`config.mk`:
```
export PLATFORM = sky130hd
export DESIGN_NAME = fadd_arbiter
export DESIGN_NICKNAME = d
export VERILOG_FILES = /design/src/rtl/fadd_arbiter_pkg.sv /design/src/rtl/fadd_arbiter_float_adder.sv /design/src/rtl/fadd_arbiter.sv
export SDC_FILE = /design/constraint.sdc
export NUM_CORES = 1
export LEC_CHECK = 0
export CAP_MARGIN = 25
export CORE_MARGIN = 5
export CORE_UTILIZATION = 30
export CTS_CLUSTER_SIZE = 20
export DETAILED_ROUTE_END_ITERATION = 12
export SYNTH_ARGS = -nofsm -noshare
export SYNTH_HDL_FRONTEND = slang
export SYNTH_HIERARCHICAL = 1
export SYNTH_SLANG_ARGS = --single-unit
```
`constraint.sdc`:
```
create_clock -name clk -period 7.08 [get_ports clk]
set_input_delay 0.708 -clock clk [delete_from_list [all_inputs] [get_ports clk]]
set_output_delay 0.708 -clock clk [all_outputs]
set_load 0.02 [all_outputs]
```
`src/rtl/fadd_arbiter_pkg.sv`:
```
// fadd_arbiter_pkg: shared float format (E_bit/F_bit/D_LEN), default adder latency
// and the requester-index width helper used by the arbiter and its adder.
package fadd_arbiter_pkg;
    localparam int E_bit = 8;
    localparam int F_bit = 23;
    localparam int D_LEN = E_bit + F_bit + 1;
    localparam int ADD_LAT_DEF = 4;

    function automatic int idx_w(input int n);
        return (n > 1) ? $clog2(n) : 1;
    endfunction
endpackage

```
`src/rtl/fadd_arbiter_float_adder.sv`:
```
// float_adder: pipelined E_bit/F_bit float adder, round-to-nearest-even, subnormals
// flushed to zero; input register + align + add + normalise/round, LAT-4 extra delay.
module float_adder import fadd_arbiter_pkg::*; #(
    parameter int LAT = ADD_LAT_DEF
) (
    input  logic             clk,
    input  logic             rst_n,
    input  logic [D_LEN-1:0] f_a,
    input  logic [D_LEN-1:0] f_b,
    output logic [D_LEN-1:0] adder_out
);
    localparam int M = F_bit + 1;
    localparam int EW = E_bit + 2;
    localparam int EMAX = (1 << E_bit) - 1;

    logic [D_LEN-1:0] ra, rb, res;
    logic [D_LEN-1:0] pipe [LAT-3];
    logic [D_LEN-2:0] mag_a, mag_b, lg, sm;
    logic             swap, s1_sgn, s1_sub, s2_sgn, s2_sub, rup, carry;
    logic [E_bit-1:0] d, dc, s1_e, s2_e;
    logic [2*M+1:0]   sh;
    logic [M-1:0]     s1_ml;
    logic [M+2:0]     s1_al, n;
    logic [M+3:0]     s2_sum;
    logic [EW-1:0]    lz, e, e2;
    logic [F_bit-1:0] frac;

    always_comb begin
        mag_a = (ra[D_LEN-2 -: E_bit] == '0) ? '0 : ra[D_LEN-2:0];
        mag_b = (rb[D_LEN-2 -: E_bit] == '0) ? '0 : rb[D_LEN-2:0];
        swap = mag_b > mag_a;
        lg = swap ? mag_b : mag_a;
        sm = swap ? mag_a : mag_b;
        d = lg[D_LEN-2 -: E_bit] - sm[D_LEN-2 -: E_bit];
        dc = (d > E_bit'(2*M+1)) ? E_bit'(2*M+1) : d;
        sh = {(sm[D_LEN-2 -: E_bit] != '0), sm[F_bit-1:0], {(M+2){1'b0}}} >> dc;
    end

    // Normalise: carry-out shifts right once, otherwise shift the leading one up to bit M+2.
    always_comb begin
        lz = '0;
        for (int i = 0; i <= M+2; i++)
            if (s2_sum[i]) lz = EW'(M+2-i);
        e = s2_sum[M+3] ? {2'b00, s2_e} + EW'(1) : {2'b00, s2_e} - lz;
        n = s2_sum[M+3] ? {s2_sum[M+3:2], |s2_sum[1:0]} : s2_sum[M+2:0] << lz;
        rup = n[2] & (n[1] | n[0] | n[3]);
        {carry, frac} = {1'b0, n[M+1:3]} + (F_bit+1)'(rup);
        e2 = e + EW'(carry);
        res = !n[M+2] ? {~s2_sub & s2_sgn, {(D_LEN-1){1'b0}}} :
              (e2[EW-1] || e2 == '0) ? {s2_sgn, {(D_LEN-1){1'b0}}} :
              (e2 >= EW'(EMAX)) ? {s2_sgn, {E_bit{1'b1}}, {F_bit{1'b0}}} :
              {s2_sgn, e2[E_bit-1:0], frac};
    end

    always_ff @(posedge clk or negedge rst_n) begin
        if (!rst_n) begin
            ra <= '0;
            rb <= '0;
            s1_sgn <= 1'b0;
            s1_sub <= 1'b0;
            s1_e <= '0;
            s1_ml <= '0;
            s1_al <= '0;
            s2_sum <= '0;
            s2_e <= '0;
            s2_sgn <= 1'b0;
            s2_sub <= 1'b0;
            for (int i = 0; i < LAT-3; i++) pipe[i] <= '0;
        end else begin
            ra <= f_a;
            rb <= f_b;
            s1_sgn <= swap ? rb[D_LEN-1] : ra[D_LEN-1];
            s1_sub <= ra[D_LEN-1] ^ rb[D_LEN-1];
            s1_e <= lg[D_LEN-2 -: E_bit];
            s1_ml <= {(lg[D_LEN-2 -: E_bit] != '0), lg[F_bit-1:0]};
            s1_al <= {sh[2*M+1:M], |sh[M-1:0]};
            s2_sum <= s1_sub ? {1'b0, s1_ml, 3'b000} - {1'b0, s1_al}
                             : {1'b0, s1_ml, 3'b000} + {1'b0, s1_al};
            s2_e <= s1_e;
            s2_sgn <= s1_sgn;
            s2_sub <= s1_sub;
            pipe[0] <= res;
            for (int i = 1; i < LAT-3; i++) pipe[i] <= pipe[i-1];
        end
    end

    assign adder_out = pipe[LAT-4];
endmodule

```
`src/rtl/fadd_arbiter.sv`:
```
// fadd_arbiter: NREQ-way round-robin arbiter feeding one pipelined float_adder.
// Define FADD_ARB_FIXED_PRIO_EN for fixed lowest-index-wins priority instead.
module fadd_arbiter import fadd_arbiter_pkg::*; #(
    parameter int NREQ = 4,
    parameter int ADD_LAT = ADD_LAT_DEF,
    localparam int IW = idx_w(NREQ)
) (
    input  logic                  clk,
    input  logic                  rst_n,
    input  logic [NREQ-1:0]       req_valid,
    output logic [NREQ-1:0]       req_ready,
    input  logic [NREQ*D_LEN-1:0] req_a,
    input  logic [NREQ*D_LEN-1:0] req_b,
    output logic                  res_valid,
    output logic [IW-1:0]         res_id,
    output logic [D_LEN-1:0]      res_data,
    output logic                  busy
);
    localparam int CW = $clog2(ADD_LAT + 2);

    logic              xfer;
    logic [IW-1:0]     gnt_idx, base;
    logic [D_LEN-1:0]  iss_a, iss_b, adder_out;
    logic [ADD_LAT:0]  sr_v;
    logic [IW-1:0]     sr_id [ADD_LAT+1];
    logic [CW-1:0]     inflight;

`ifdef FADD_ARB_FIXED_PRIO_EN
    assign base = '0;
`else
    logic [IW-1:0] rr_ptr;

    always_ff @(posedge clk or negedge rst_n) begin
        if (!rst_n) rr_ptr <= '0;
        else if (xfer) rr_ptr <= gnt_idx + IW'(1);
    end

    assign base = rr_ptr;
`endif

    // Scan from the farthest candidate down so the nearest valid one after base wins.
    always_comb begin
        xfer = 1'b0;
        gnt_idx = '0;
        for (int k = NREQ-1; k >= 0; k--)
            if (req_valid[base + IW'(k)]) begin
                xfer = 1'b1;
                gnt_idx = base + IW'(k);
            end
        xfer = xfer & rst_n;
        req_ready = xfer ? NREQ'(1) << gnt_idx : '0;
    end

    always_ff @(posedge clk or negedge rst_n) begin
        if (!rst_n) begin
            iss_a <= '0;
            iss_b <= '0;
            sr_v <= '0;
            for (int i = 0; i <= ADD_LAT; i++) sr_id[i] <= '0;
            inflight <= '0;
        end else begin
            iss_a <= xfer ? req_a[gnt_idx*D_LEN +: D_LEN] : '0;
            iss_b <= xfer ? req_b[gnt_idx*D_LEN +: D_LEN] : '0;
            sr_v <= {sr_v[ADD_LAT-1:0], xfer};
            sr_id[0] <= xfer ? gnt_idx : '0;
            for (int i = 1; i <= ADD_LAT; i++) sr_id[i] <= sr_id[i-1];
            inflight <= inflight + CW'(xfer) - CW'(res_valid);
        end
    end

    float_adder #(.LAT(ADD_LAT)) u_fadd (
        .clk       (clk),
        .rst_n     (rst_n),
        .f_a       (iss_a),
        .f_b       (iss_b),
        .adder_out (adder_out)
    );

    assign res_valid = sr_v[ADD_LAT];
    assign res_id = sr_id[ADD_LAT];
    assign res_data = res_valid ? adder_out : '0;
    assign busy = inflight != '0;
endmodule
```
Word level (Yosys, flattened, before mapping) --
Index checks and enable logic that the tools add are counted.
Word-level totals: register bits after elaboration 279, bits in latches 0, memory bits (writable) 0, ROM bits 0, bits of input ports 262, output and inout bits 40, logic and storage cells 123, memories kept 0
Cells by class: add/subtract/negate cells 13, multiply operators 0, div/mod/pow operators 0, $lt $le $gt $ge 7, equal/unequal tests 0, shift-type cells 5, mux-type cells 60, bitwise gates (word level) 7, reductions and logical operators 9
Operators with widths (count):
- two-way mux 10 bit | 27
- indexed part select 128 x 8 -> 32 bit | 2
- two-way mux 31 bit | 6
- two-way mux 32 bit | 4
- >> shifter 50 x 8 -> 50 bit | 1
- > comparator 31 bit | 1
- adder 27 x 27 -> 28 bit | 1
- two-way mux 28 bit | 1
- subtractor 27 x 27 -> 28 bit | 1
- two-way mux 27 bit | 1
- left shift 27 x 10 -> 27 bit | 1
- adder 23 x 1 -> 24 bit | 1
- OR reduction 24 bit | 1
- logical NOT 8 bit | 2
- nonzero test 8 bit | 2
- < comparator 2 x 3 -> 1 bit (second input constant) | 4
- adder 10 x 1 -> 10 bit | 1
- >= comparator 10 x 8 -> 1 bit (second input constant) | 1
- logical NOT 10 bit | 1
- two-way mux 2 bit | 5
- subtractor 8 x 10 -> 10 bit | 1
- adder 8 x 1 -> 9 bit (second input constant) | 1
- two-way mux 1 bit | 9
- binary-select mux 1 bit (select 2 bit) | 4
- other kinds (17) | 22

Depth between registers and ports, before layout --
Gate-level depths: netlist of run 1.
word-level depth 38, mapped depth 36, mapped depth without buffers 31

Hierarchy --
The synthesis of run 1 kept the hierarchy.
By module, submodules not included:
- float_adder | instances 1, cells each 1675, area an instance 14247.4 sq um, sequential area each 4879.7 sq um
- fadd_arbiter | instances 1, cells each 379, area an instance 4813.4 sq um, sequential area each 2102.0 sq um

Worst setup path before layout of run 1 --
Ideal clock, no wire load.
path type reg2reg, start register u_fadd.rb[26], end register u_fadd.s1_al[0], library setup time 139 ps, arrival 6412 ps, required time 6941 ps, slack 528 ps, cell stages (with the launch flop) 34, path buffers 4, period minus slack after synthesis 6552 ps, cells stage by stage dfrtp_1 nor4_1 nand2_1 clkbuf_1 nand2_1 inv_1 ha_1 nand4_2 nor4_2 o21ai_1 a21o_2 nand2_4 clkbuf_1 clkbuf_1 mux2i_1 ha_1 and2_1 a221o_1 a21o_1 a21o_1 nand2_1 a21oi_1 o21a_1 o211ai_1 a21oi_2 o211ai_4 buf_6 mux2i_2 o211ai_1 a32o_1 nor4b_2 a31oi_1 o221ai_1 o211ai_1
Between the ends: cells in the longest elaborated chain, start to end 9, elaborated cells between the ends (all ways) 11, classes of those cells 1 x add/sub; 2 x order compare; 1 x shift; 4 x mux; 3 x reduce/logical
Ends and longest elaborated chain:
- start, declared | RTL line fadd_arbiter_float_adder.sv:16 | logic [D_LEN-1:0] ra, rb, res;
- start signal, assigned | RTL line fadd_arbiter_float_adder.sv:58 | rb <= '0;
- start signal, assigned | RTL line fadd_arbiter_float_adder.sv:71 | rb <= f_b;
- logical NOT 8 bit | RTL line fadd_arbiter_float_adder.sv:30 | mag_b = (rb[D_LEN-2 -: E_bit] == '0) ? '0 : rb[D_LEN-2:0];
- two-way mux 31 bit (*) | RTL line fadd_arbiter_float_adder.sv:30
- > comparator 31 bit | RTL line fadd_arbiter_float_adder.sv:31 | swap = mag_b > mag_a;
- two-way mux 31 bit (on tied branches) | RTL line fadd_arbiter_float_adder.sv:32, fadd_arbiter_float_adder.sv:33
- subtractor 8 bit | RTL line fadd_arbiter_float_adder.sv:34 | d = lg[D_LEN-2 -: E_bit] - sm[D_LEN-2 -: E_bit];
- > comparator 8 x 6 -> 1 bit | RTL line fadd_arbiter_float_adder.sv:35 | dc = (d > E_bit'(2*M+1)) ? E_bit'(2*M+1) : d;
- two-way mux 8 bit | RTL line fadd_arbiter_float_adder.sv:35
- >> shifter 50 x 8 -> 50 bit (*) | RTL line fadd_arbiter_float_adder.sv:36 | sh = {(sm[D_LEN-2 -: E_bit] != '0), sm[F_bit-1:0], {(M+2){1'b0}}} >> dc;
- OR reduction 24 bit (*) | RTL line fadd_arbiter_float_adder.sv:76 | s1_al <= {sh[2*M+1:M], |sh[M-1:0]};
- end signal, assigned | RTL line fadd_arbiter_float_adder.sv:76
- end, declared | RTL line fadd_arbiter_float_adder.sv:23 | logic [M+2:0] s1_al, n;
Mark *: on every way between the ends. The rest lies on a longest branch, timed or not. A chain may end at the register's enable or synchronous reset.

Worst setup path after layout of run 1 --
start register u_fadd.rb[25], end register u_fadd.s1_al[0]
The elaborated chain is that of the path after synthesis.

==> results.md, run 1 <==
- The detailed router used layers up to and including met5.
- The class of the tightest hold or removal check is in2async.
- The pin count of the biggest net entering global routing is 117.
- The achievable clock frequency is 0.153 GHz.
- The number of enable-type register cells in the synthesized netlist is 0.
- For this design the top-level I/O count stands at 302.
- The largest single stage delay on the critical path is 0.43 ns.
- Across every metal layer, demand over resource in global routing totals 0.160.
- Compared with the post-synthesis result, the final layout area differs by 28.0%.
- The synthesized area per cell is 9.28 um^2.
- In the final layout, the share of cells above drive strength 1 is 0.114.
- In this run, synthesis produced a sequential element count of 279.
- The proportion of netlist area held by the largest area contributor is 0.366.
- The number of DRC violations after detailed routing is 0.
- In this run the vertical extent of the chip is 262 um.
- The number of levels the H-tree was split into is 2.
- The clock latency on the worst-skew pair is 0.54 ns.
- The total clock buffers created by CTS is 34.
- Synthesis handed over a netlist of 2054 instances.
- Routability-driven placement finished with a final weighted congestion of 0.907.
- For this block, wires on met1 add up to 24.1 mm.
- Between clock sinks in the finished design, the worst skew comes to 0.0387 ns.
- Setup violations remaining at the end of the flow were counted as 0.
- For the pin with the worst max-slew slack, the measured transition is 0.917 ns.
- The HPWL reported at the end of detailed placement is 45.2 mm.
- Data on the critical path is required at its endpoint by 7.46 ns.
- The biggest area contributor in the post-synthesis netlist is sky130_fd_sc_hd__dfrtp_1.
- The overall routed net length is 56.8 mm.
- The routed layout has 16400 vias.
- The most used flip-flop cell after synthesis is sky130_fd_sc_hd__dfrtp_1.
- Input and output buffers added on the ports amount to 301.
- In the finished design, the share of the clock period the worst path needs comes to 0.923.
- The first TritonRoute pass finished after 5 iterations.
- The die outline width is 262 um.
- STA classifies the critical path startpoint as a flip-flop.
- The detailed-routed wire length on met3 is 3.15 mm.
- Synthesis produced a netlist with a net count of 2415.
- The most common cell in the synthesized netlist is sky130_fd_sc_hd__dfrtp_1.
- The die covers 68700 um^2.
- Of all nets on the critical path, the largest fanout is 24.
- The number of placement rows is 92.
- The count of yosys warnings during synthesis is 6.
- Fill cells in the final layout number 6259.
- The number of global-route vias before repair is 16500.
- Yosys attributes the largest share of cell area to sky130_fd_sc_hd__dfrtp_1, sky130_fd_sc_hd__mux2i_1, sky130_fd_sc_hd__ha_1.
- The distinct cell type count after synthesis is 104.
- The cell total after placement is 3153.
- The number of sinks on the clock net is 279.
- The initial standard-cell utilization of the core is 0.303.
- Excluding fillers, the count of instances in the completed layout stands at 3224.
- The number of max-slew violations in the final report came to 0.
- The first-pass GRT wire length is 89.2 mm.
- Clock-pin slew was measured on the worst setup and hold paths at 0.07 ns.
- Once detail routing completed, the nets flagged for antenna violations numbered 0.
- The total length of routed met2 wires is 27.7 mm.
- VDD sags by at most 0.000240 V.
- The number of buffers between clock root and the deepest sink is 3.
- The clock tree root buffer cell is sky130_fd_sc_hd__clkbuf_16.
- The power density of the placed cells is 505 nW/um^2.
- STA puts the critical path data arrival time at 6.92 ns.
- The leakage power figure is 10.8 nW.
- For this run, the register share of the synthesized area comes to 0.366.
- In the synthesized netlist the async set-or-reset flop fraction comes to 1.00.
- The most prevalent standard cell on the critical path is sky130_fd_sc_hd__mux2i_1.
- Setup repair after global routing left no endpoint under its margin.
- In this run the tightest slew margin relative to its limit is 0.389.
- The worst path needs 6.54 ns of the cycle, external delays included.
- The hold violation count in the final report came to 0.
- The TritonCTS clock tree is built.
- The routed via count divided by cell count is 5.07.
- The category of the critical setup timing path is reg2reg.
- Max-cap violations in this run came to 0.
- The area inside the core boundary is 63000 um^2.
- The net count of the finished layout is 2713.
- Ranked by instance count, the synthesized netlist is headed by sky130_fd_sc_hd__dfrtp_1, sky130_fd_sc_hd__mux2i_1, sky130_fd_sc_hd__nand2_1.
- The flow ran to the end, and the final reports show no timing, DRC or antenna violations.
- The initial antenna violation count was 4.
- The critical path capture point type is a flip-flop.
- After detailed routing, the average wire length per cell comes to 17.6 um.
- The library cell contributing the largest single delay on the critical path is sky130_fd_sc_hd__dfrtp_1.
- The global route total overflow is 0.
- The detailed router finished its first iteration with 979 violations.
- The mapped netlist covers 19100 um^2.
- In the final timing run, aggregate negative setup slack is 0 ns.
==> cells by family after synthesis <==
logic type      synth area share
flops                      0.366
xor+xnor                  0.0281
compound gates             0.193
buf+inv                   0.0568
simple gates               0.162
mux                        0.128
fa+ha+maj                 0.0662
==> power by group <==
group | switching (W) | total, W | internal [W]
sequential | 0.000380 | 0.00248 | 0.00210
clock | 0.000667 | 0.00173 | 0.00106
combinational | 0.00471 | 0.00813 | 0.00341
total | 0.00576 | 0.0123 | 0.00657
==> through the flow <==
step / worst slack, ns / hold WS [ns] / util / total power, W / cell area, um^2
floorplan: 0.528 / 0.331 / - / 0.00798 / 19100
global placement: 0.275 / 0.332 / 0.367 / 0.0104 / 23100
detailed placement: 0.206 / 0.335 / 0.367 / 0.0105 / 23100
CTS: 0.194 / 0.0968 / 0.385 / 0.0123 / 24300
global route: 0.00685 / 0.133 / 0.388 / 0.0133 / 24400
finish: 0.544 / 0.0982 / 0.388 / 0.0123 / 24400
==> registers in the layout, summed over array words and instances, names as in the netlist, 2 cells and up <==
name and flops:
iss_a 32, iss_b 32, u_fadd/adder_out 32, u_fadd/ra 32, u_fadd/rb 32, u_fadd/s2_sum 28, u_fadd/s1_al 27, u_fadd/s1_ml 24
sr_id 8, u_fadd/s1_e 8, u_fadd/s2_e 8, sr_v 5, inflight 3, base 2, res_id 2
==> cells in the final DEF, fill, tap and decap left out, types with 8 or more instances in the layout <==
cell type and n:
sky130_fd_sc_hd__o22ai_1 38, sky130_fd_sc_hd__a22oi_1 8, sky130_fd_sc_hd__o21ai_0 105, sky130_fd_sc_hd__and3_1 18
sky130_fd_sc_hd__o22ai_2 40, sky130_fd_sc_hd__or3_1 10, sky130_fd_sc_hd__nor2_1 165, sky130_fd_sc_hd__nand4_1 13
sky130_fd_sc_hd__inv_1 104, sky130_fd_sc_hd__buf_4 75, sky130_fd_sc_hd__a21o_1 22, sky130_fd_sc_hd__o211ai_1 18
sky130_fd_sc_hd__nor3_1 36, sky130_fd_sc_hd__clkdlybuf4s50_1 300, sky130_fd_sc_hd__ha_1 96, sky130_fd_sc_hd__nand3_1 35
sky130_fd_sc_hd__o31ai_1 13, sky130_fd_sc_hd__and2_1 59, sky130_fd_sc_hd__mux2i_1 202, sky130_fd_sc_hd__clkbuf_16 35
sky130_fd_sc_hd__xnor2_1 40, sky130_fd_sc_hd__dfrtp_1 278, sky130_fd_sc_hd__mux2_2 28, sky130_fd_sc_hd__nand2_1 182
sky130_fd_sc_hd__a21boi_0 10, sky130_fd_sc_hd__a211oi_1 20, sky130_fd_sc_hd__o21a_1 18, sky130_fd_sc_hd__nor4_1 16
sky130_fd_sc_hd__xor2_1 18, sky130_fd_sc_hd__nand2b_1 12, sky130_fd_sc_hd__a31oi_1 14, sky130_fd_sc_hd__a21oi_1 124
sky130_fd_sc_hd__o21bai_1 10, sky130_fd_sc_hd__nor3b_1 9, sky130_fd_sc_hd__nor2b_1 20, sky130_fd_sc_hd__o21ai_1 14
==> worst paths after layout <==
path | start | end | slack [ns] | cells after the start
min in group clk | u_fadd/s1_sgn | u_fadd/s2_sgn | 0.33 | 0
max in group asynchronous | rst_n | iss_a[4] | 4.85 | 3
hold reg to reg | u_fadd/s1_sgn | u_fadd/s2_sgn | 0.33 | 0
setup / recovery | u_fadd/rb[25] | u_fadd/s1_al[0] | 0.54 | 33
setup reg to reg | u_fadd/rb[25] | u_fadd/s1_al[0] | 0.54 | 33
hold / removal | rst_n | u_fadd/adder_out[2] | 0.1 | 1
==> metal layers <==
metal  GRT usage  vias to the layer above
met5           0                        -
met4      0.0537                        4
met3      0.0306                      100
met2       0.274                      506
met1       0.205                     7816
li1            -                     7928
==> final cells by class <==
class,instances,area (um^2),area share
multi-input cells,1544,11100,0.454
flip-flops and latches,279,6980,0.286
inverters,109,413,0.0169
repair buffers,384,3720,0.153
well taps,846,1060,0.0434
diodes,1,2.50,0.000103
clock buffers,46,987,0.0405
clock inverters,15,155,0.00636
==> critical path, delay by kind of cell (launching register included) <==
family / cells / cell delay [ns]
AOI/OAI and AO/OA: 13 / 2.43
adders and majority gates: 2 / 0.56
buffers and inverters: 3 / 0.54
DFF: 1 / 0.43
muxes: 4 / 0.80
and+or+nand+nor: 11 / 1.63
==> timing repair <==
item                       CTS  global route
resized for setup            0            13
buffers inserted             0             8
hold endpoints to repair     0             0
setup endpoints to repair    0            32
hold buffers                 0             0
No activity file was read; power rests on OpenSTA's default activity.
==> run 2, diff against run 1 <==
CORE_UTILIZATION = 45   (was 30)
PLACE_DENSITY = 0.69   (was unset)
==> run 2 against run 1 <==
Global-route usage rose by 7.5 points. Flip-flop and latch count unchanged. Via count shrank 0.13%. Utilization increased by 18 points. Routed wire length down 0.40%. Critical path type unchanged. Largest power group unchanged. Highest routed layer unchanged.
==> results.md, run 2 (same netlist as run 1, synthesis figures left out) <==
- The power share of the clock group is 0.135 (-0.005).
- The proportion of power drawn by combinational gates is 0.657 (-0.002).
- The remaining max-slew budget at the tightest pin is 0.331 (-0.0581).
- The net count of the finished layout is 2671 (-1.5%).
- The post-route worst setup slack is 0.325 ns (-0.218 ns).
- The final period demand of the worst path is 6.75 ns (+0.218 ns).
- The final setup TNS is 0 ns (unchanged).
- The number of buffers between clock root and the deepest sink was 3 (unchanged).
- The die outline width is 216 um (-18%).
- The number of sinks on the clock net is 279 (unchanged).
- The switching power of the nets is 0.00571 W (-0.87%).
- The overall routed net length was 56.6 mm (-0.40%).
- The switching part of the total power was 0.478 (+0.0112).
- The library cell used most frequently in the layout, excluding fill and tap cells, is sky130_fd_sc_hd__clkdlybuf4s50_1.
- The initial antenna violation count was 5 (+1).
- The initial standard-cell utilization of the core is 0.454 (+0.152).
- The hold violation count in the final report is 0 (unchanged).
- The count of input and output buffers is 301 (unchanged).
- The library cells used most frequently in the layout, excluding fill and tap cells, are sky130_fd_sc_hd__clkdlybuf4s50_1, sky130_fd_sc_hd__dfrtp_1, sky130_fd_sc_hd__mux2i_1.
- The sum of internal, switching and leakage power is 0.0119 W (-3.2%).
- The transition time of the tightest slew-check pin is 1.00 ns (+0.0838 ns).
- The all-layer global routing usage is 0.235 (+0.0751).
- The critical path's largest stage delay is 0.43 ns (about the same).
- The routability-driven placement congestion ratio was 0.983 (+8.4%).
- The worst hold slack was 0.145 ns (+0.0472 ns).
- The routed via count divided by cell count is 5.68 (+12%).
- The library cell contributing the largest single delay on the critical path is sky130_fd_sc_hd__dfrtp_1.
- Compared with the post-synthesis result, the final layout area differs by 24.2%.
- The cell total after placement was 2811 (-11%).
- The relative contribution of sequential cells to total power is 0.208 (+0.007).
- The clock latency on the worst-skew pair is 0.55 ns (about the same).
- The vertical extent of the die is 216 um (-18%).
- The leakage power figure came to 10.6 nW (-2.2%).
- TritonCTS built the clock tree.
- The first-pass GRT wire length came to 89.5 mm (+0.36%).
- The area inside the core boundary is 41900 um^2 (-33%).
- The flow ran to the end, and the final reports show no timing, DRC or antenna violations.
- The worst setup path is captured at a flip-flop.
- The CTS clock-pin slew for the worst setup and hold paths is 0.06 ns (about the same).
- The worst-path maximum fanout was 24 (unchanged).
- The max-capacitance violation count is 0 (unchanged).
- The average wire length per cell after detail routing came to 19.7 um (+12%).
- The pin count of the biggest net entering global routing is 121 (+3.4%).
- The number of antenna-violating nets in the routed design was 0 (unchanged).
- The worst setup path is of the reg2reg kind.
- The final count of negative-setup-slack endpoints came to 0 (unchanged).
- The final clock period utilization by the worst path is 0.954 (+0.0308).
- The number of ports placed on the die boundary came to 302 (unchanged).
- The filler cell count is 3667 (-41%).
- The number of levels the H-tree was split into is 1 (-1).
- The number of global-route vias before repair is 16500 (-0.24%).
- The power density of the placed cells is 505 nW/um^2 (-0.16%).
- The total number of vias is 16300 (-0.13%).
- The final clock skew is 0.00890 ns (-0.0298 ns).
- The post-placement setup slack is 0.0720 ns (-0.134 ns).
- The non-filler instance count after layout came to 2873 (-11%).
- The number of placement rows came to 75 (-18%).
- The overall die area was 46600 um^2 (-32%).
- The achievable clock frequency came to 0.148 GHz (-3.2%).
- The global route total overflow is 0 (unchanged).
- The first-pass iteration count of the detailed router came to 6 (+1).
- The number of max-slew violations in the final report is 0 (unchanged).
- The HPWL reported at the end of detailed placement is 44.8 mm (-1.1%).
- The class of the tightest hold or removal check is in2async.
- The required time at the worst-slack endpoint was 7.49 ns (+0.03 ns).
- The starting DRC count in detailed routing is 1203 (+23%).
- The internal power summed over all cells is 0.00623 W (-5.2%).
- The clock tree root buffer cell is sky130_fd_sc_hd__clkbuf_16.
- The maximum ir drop on the vdd rail was 0.000276 V (+15%).
- The total clock buffers created by CTS came to 29 (-15%).
- The critical path arrival was 7.17 ns (+0.25 ns).
- The fraction of final layout cells with drive strength greater than 1 is 0.0982 (-0.0158).
- The worst setup path is launched from a flip-flop.
- The number of DRC violations after detailed routing is 0 (unchanged).
- The count of hold buffers inserted by post-cts repair was 0 (unchanged).
## run 2: cell types whose count changed in the layout (fill, tap and decap cells not counted), sizes merged
cell / previous run / this run
buf: 84 / 47
clkbuf: 46 / 39
bufinv: 2 / 6
inv: 110 / 106
diode: 1 / 2
clkinv: 5 / 7
a21boi: 13 / 12
o211ai: 20 / 21
clkinvlp: 7 / 4
## run 2: path summary, 6_finish.rpt
check                               start                   to  slack, ns  cells after the start
max                         u_fadd/rb[25]      u_fadd/s1_al[0]       0.33                     33
min                                 rst_n  u_fadd/adder_out[6]       0.15                      1
max reg2reg                 u_fadd/rb[25]      u_fadd/s1_al[0]       0.33                     33
min reg2reg                u_fadd/s1_e[5]       u_fadd/s2_e[5]       0.35                      0
max in group asynchronous           rst_n         u_fadd/ra[2]       4.82                      3
min in group clk           u_fadd/s1_e[5]       u_fadd/s2_e[5]       0.35                      0
## run 2: repair_timing
action	4_1_cts	5_1_grt
setup endpoints to repair	0	32
gates resized for setup	0	31
buffers inserted	0	6
hold endpoints to repair	0	0
## run 2: critical path, delay by kind of cell, from the launching register on
kind	cells	cell delay, ns
AOI/OAI and AO/OA	15	2.85
and+or+nand+nor	11	1.87
buffers and inverters	3	0.58
adders and majority gates	2	0.57
DFF	1	0.43
muxes	2	0.31
## run 2: stage by stage
stage / util / cell area, um^2
after floorplan: - / 19100
after global placement: 0.534 / 22400
after detailed placement: 0.534 / 22400
after CTS: 0.559 / 23400
after global routing: 0.564 / 23700
final: 0.564 / 23700
## run 2: final cells by class
cell class	count	area, um^2	share of cell area
Antenna cell	2	5.00	0.000211
Clock buffer	39	783	0.0331
Clock inverter	14	235	0.00994
Inverter	109	414	0.0175
Multi-Input combinational cell	1544	11200	0.472
Sequential cell	279	6980	0.295
Tap cell	539	674	0.0285
Timing Repair Buffer	347	3390	0.143
## run 2: power groups by stage
stage                     Clock (W)  Combinational [W]  Sequential (W)
final                       0.00161            0.00785         0.00248
after global routing        0.00172            0.00857         0.00253
after CTS                   0.00166            0.00751         0.00248
after detailed placement          0            0.00748         0.00250
after global placement            0            0.00743         0.00249
after floorplan                   0            0.00567         0.00231
## run 2: per-layer routing
metal  share of wire  GRT usage  wire, um  vias to the layer above
met5         0.00060          0        34                        -
li1                -          -         -                     7853
met3           0.071     0.0390      3990                      105
met2            0.49      0.409     28000                      588
met1            0.41      0.304     23100                     7783
met4           0.027     0.0670      1510                        4
==> run 3, diff against run 2 <==
CORE_MARGIN = 2   (was 5)
SLEW_MARGIN = 20   (was unset)
==> run 3 against run 2 <==
Worst setup slack improved by 0.055 ns. Register-to-register slack better by 0.05 ns. Fmax rose by 0.82%. Global-route usage grew 3.1 points. Combinational power grew 3.1%. Critical endpoint unchanged.
==> results.md, run 3 (same netlist as run 1, synthesis figures left out) <==
- The number of max-slew violations in the final report was 0 (unchanged).
- The overall die area was 44000 um^2 (-5.5%).
- The number of DRC violations after detailed routing is 0 (unchanged).
- The overall routed net length was 59.4 mm (+5.0%).
- The achievable clock frequency is 0.149 GHz (+0.82%).
- The number of cells on the worst reg-to-reg path is 33 (unchanged).
- The critical path's largest stage delay is 0.42 ns (about the same).
- The count of input and output buffers is 301 (unchanged).
- STA classifies the critical path startpoint as a flip-flop.
- The total number of vias is 16600 (+1.7%).
- The area inside the core boundary is 41900 um^2 (-0.22%).
- The number of ports placed on the die boundary is 302 (unchanged).
- The number of sinks on the clock net is 279 (unchanged).
- The number of antenna-violating nets in the routed design is 0 (unchanged).
- The vertical extent of the die was 210 um (-2.8%).
- The number of buffers between clock root and the deepest sink is 3 (unchanged).
- The TritonCTS clock tree is built.
- The sequential standard cell area is 6990 um^2 (about the same).
- The worst-path maximum fanout was 24 (unchanged).
- The post-placement setup slack was 0.0115 ns (-0.0606 ns).
- The die outline width was 210 um (-2.8%).
- The leakage power figure is 10.7 nW (+1.2%).
- The all-layer global routing usage is 0.266 (+0.0309).
- The total clock buffers created by CTS is 30 (+3.4%).
- The maximum ir drop on the vdd rail was 0.000264 V (-4.3%).
- The CTS clock-pin slew for the worst setup and hold paths is 0.07 ns (about the same).
- The category of the critical setup timing path is reg2reg.
- The final clock skew is 0.0121 ns (+0.00322 ns).
- The remaining max-slew budget at the tightest pin is 0.386 (+0.0555).
- The initial standard-cell utilization of the core is 0.455 (+0.00102).
- The starting DRC count in detailed routing is 980 (-19%).
- The class of the tightest hold or removal check is in2async.
- The max-capacitance violation count is 0 (unchanged).
- The final period demand of the worst path is 6.70 ns (-0.0547 ns).
- The fraction of final layout cells with drive strength greater than 1 is 0.112 (+0.0138).
- The hold violation count in the final report came to 0 (unchanged).
- The critical path arrival is 7.12 ns (-0.05 ns).
- The number of global-route vias before repair is 16600 (+0.89%).
- The routability-driven placement congestion ratio came to 0.939 (-4.5%).
- The post-route worst setup slack is 0.380 ns (+0.0547 ns).
- The number of gates on the worst path with buffers counted is 33 (unchanged).
- The pin count of the biggest net entering global routing was 181 (+50%).
- The number of placement rows is 75 (unchanged).
- The transition time of the tightest slew-check pin was 0.921 ns (-0.0798 ns).
- The library cell contributing the largest single delay on the critical path is sky130_fd_sc_hd__dfrtp_1.
- The area of the multi-input gates was 11200 um^2 (+0.12%).
- The first-pass GRT wire length is 92.7 mm (+3.6%).
- The number of levels the H-tree was split into is 1 (unchanged).
- The HPWL reported at the end of detailed placement is 46.8 mm (+4.6%).
- The required time at the worst-slack endpoint is 7.50 ns (about the same).
- The initial antenna violation count is 2 (-3).
- The net count of the finished layout was 2694 (+0.86%).
- The buffer and inverter count on the worst path was 3 (unchanged).
- Broken down by cell family, the worst path's largest delay share belongs to compound AO/OA/AOI/OAI gates.
- In the layout the commonest cells are sky130_fd_sc_hd__clkdlybuf4s50_1, sky130_fd_sc_hd__dfrtp_1, sky130_fd_sc_hd__mux2i_1.
- The power density of the placed cells is 507 nW/um^2 (+0.52%).
- The worst setup path is captured at a flip-flop.
- The final clock period utilization by the worst path is 0.946 (-0.00773).
- The final count of negative-setup-slack endpoints is 0 (unchanged).
- The average wire length per cell after detail routing is 20.5 um (+4.2%).
- The filler cell count came to 3715 (+1.3%).
- The share of the core filled with cells is 0.571 (+0.00665).
- The routed via count divided by cell count is 5.73 (+0.88%).
- The global route total overflow is 0 (unchanged).
- The final setup TNS is 0 ns (unchanged).
- The run finished with clean final reports.
- The first-pass iteration count of the detailed router was 5 (-1).
- The clock tree root buffer cell is sky130_fd_sc_hd__clkbuf_16.
- The clock latency on the worst-skew pair came to 0.56 ns (about the same).
- The most frequent standard cell in the layout excluding fill and tap cells is sky130_fd_sc_hd__clkdlybuf4s50_1.
- The area growth from synthesis to layout is 25.3%.
==> run 3: cell type report <==
cell class                      count  share of cell area
Tap cell                          539              0.0282
Sequential cell                   279               0.292
Clock buffer                       40              0.0360
Inverter                          109              0.0171
Timing Repair Buffer              370               0.151
Clock inverter                     16             0.00676
Antenna cell                        1            0.000105
Multi-Input combinational cell   1543               0.468
==> run 3: per-stage QoR <==
stage,hold slack (ns),total power (W),instances,area (um^2)
4_1_cts,0.0259,0.0118,2883,23600
2_1_floorplan,0.331,0.00798,2054,19100
3_5_place_dp,0.335,0.0102,2827,22600
5_1_grt,0.0450,0.0130,2897,23900
6_report,0.0453,0.0121,2897,23900
3_3_place_gp,0.333,0.0102,2827,22600
==> run 3: per-layer routing <==
metal / global-route usage / share of wire
met5: 0 / 0
met4: 0.0902 / 0.033
met3: 0.0429 / 0.058
met2: 0.460 / 0.49
met1: 0.339 / 0.42
==> run 3: what timing repair did <==
item | CTS | global route
setup buffers | 0 | 13
setup endpoints to repair | 2 | 33
hold buffers | 0 | 0
pin swaps | 0 | 16
gates resized for setup | 1 | 40
endpoints found under the hold margin | 0 | 0
gates cloned | 0 | 0
==> run 3: worst paths after layout <==
path                                    start             endpoint  slack [ns]
max in group asynchronous               rst_n        u_fadd/rb[24]        5.78
worst max-delay path            u_fadd/rb[30]      u_fadd/s1_al[0]        0.38
worst min register to register       iss_b[1]         u_fadd/rb[1]        0.34
worst min-delay path                    rst_n  u_fadd/adder_out[3]        0.05
min in group clk                     iss_b[1]         u_fadd/rb[1]        0.34
worst max register to register  u_fadd/rb[30]      u_fadd/s1_al[0]        0.38
==> run 3: worst register-to-register path, delay by kind of cell (launching register included) <==
| kind | cells | cell delay, ns |
|---|---|---|
| AND/OR/NAND/NOR | 11 | 1.58 |
| buffers and inverters | 3 | 0.46 |
| adder cells (fa/ha/maj) | 2 | 0.56 |
| flip-flops | 1 | 0.42 |
| AO/OA/AOI/OAI | 14 | 2.87 |
| multiplexers | 3 | 0.70 |
==> run 3: power breakdown <==
group / total [W] / internal [W] / switching [W]
Sequential: 0.00245 / 0.00210 / 0.000351
Combinational: 0.00809 / 0.00323 / 0.00486
Clock: 0.00158 / 0.000907 / 0.000671
Total: 0.0121 / 0.00623 / 0.00588
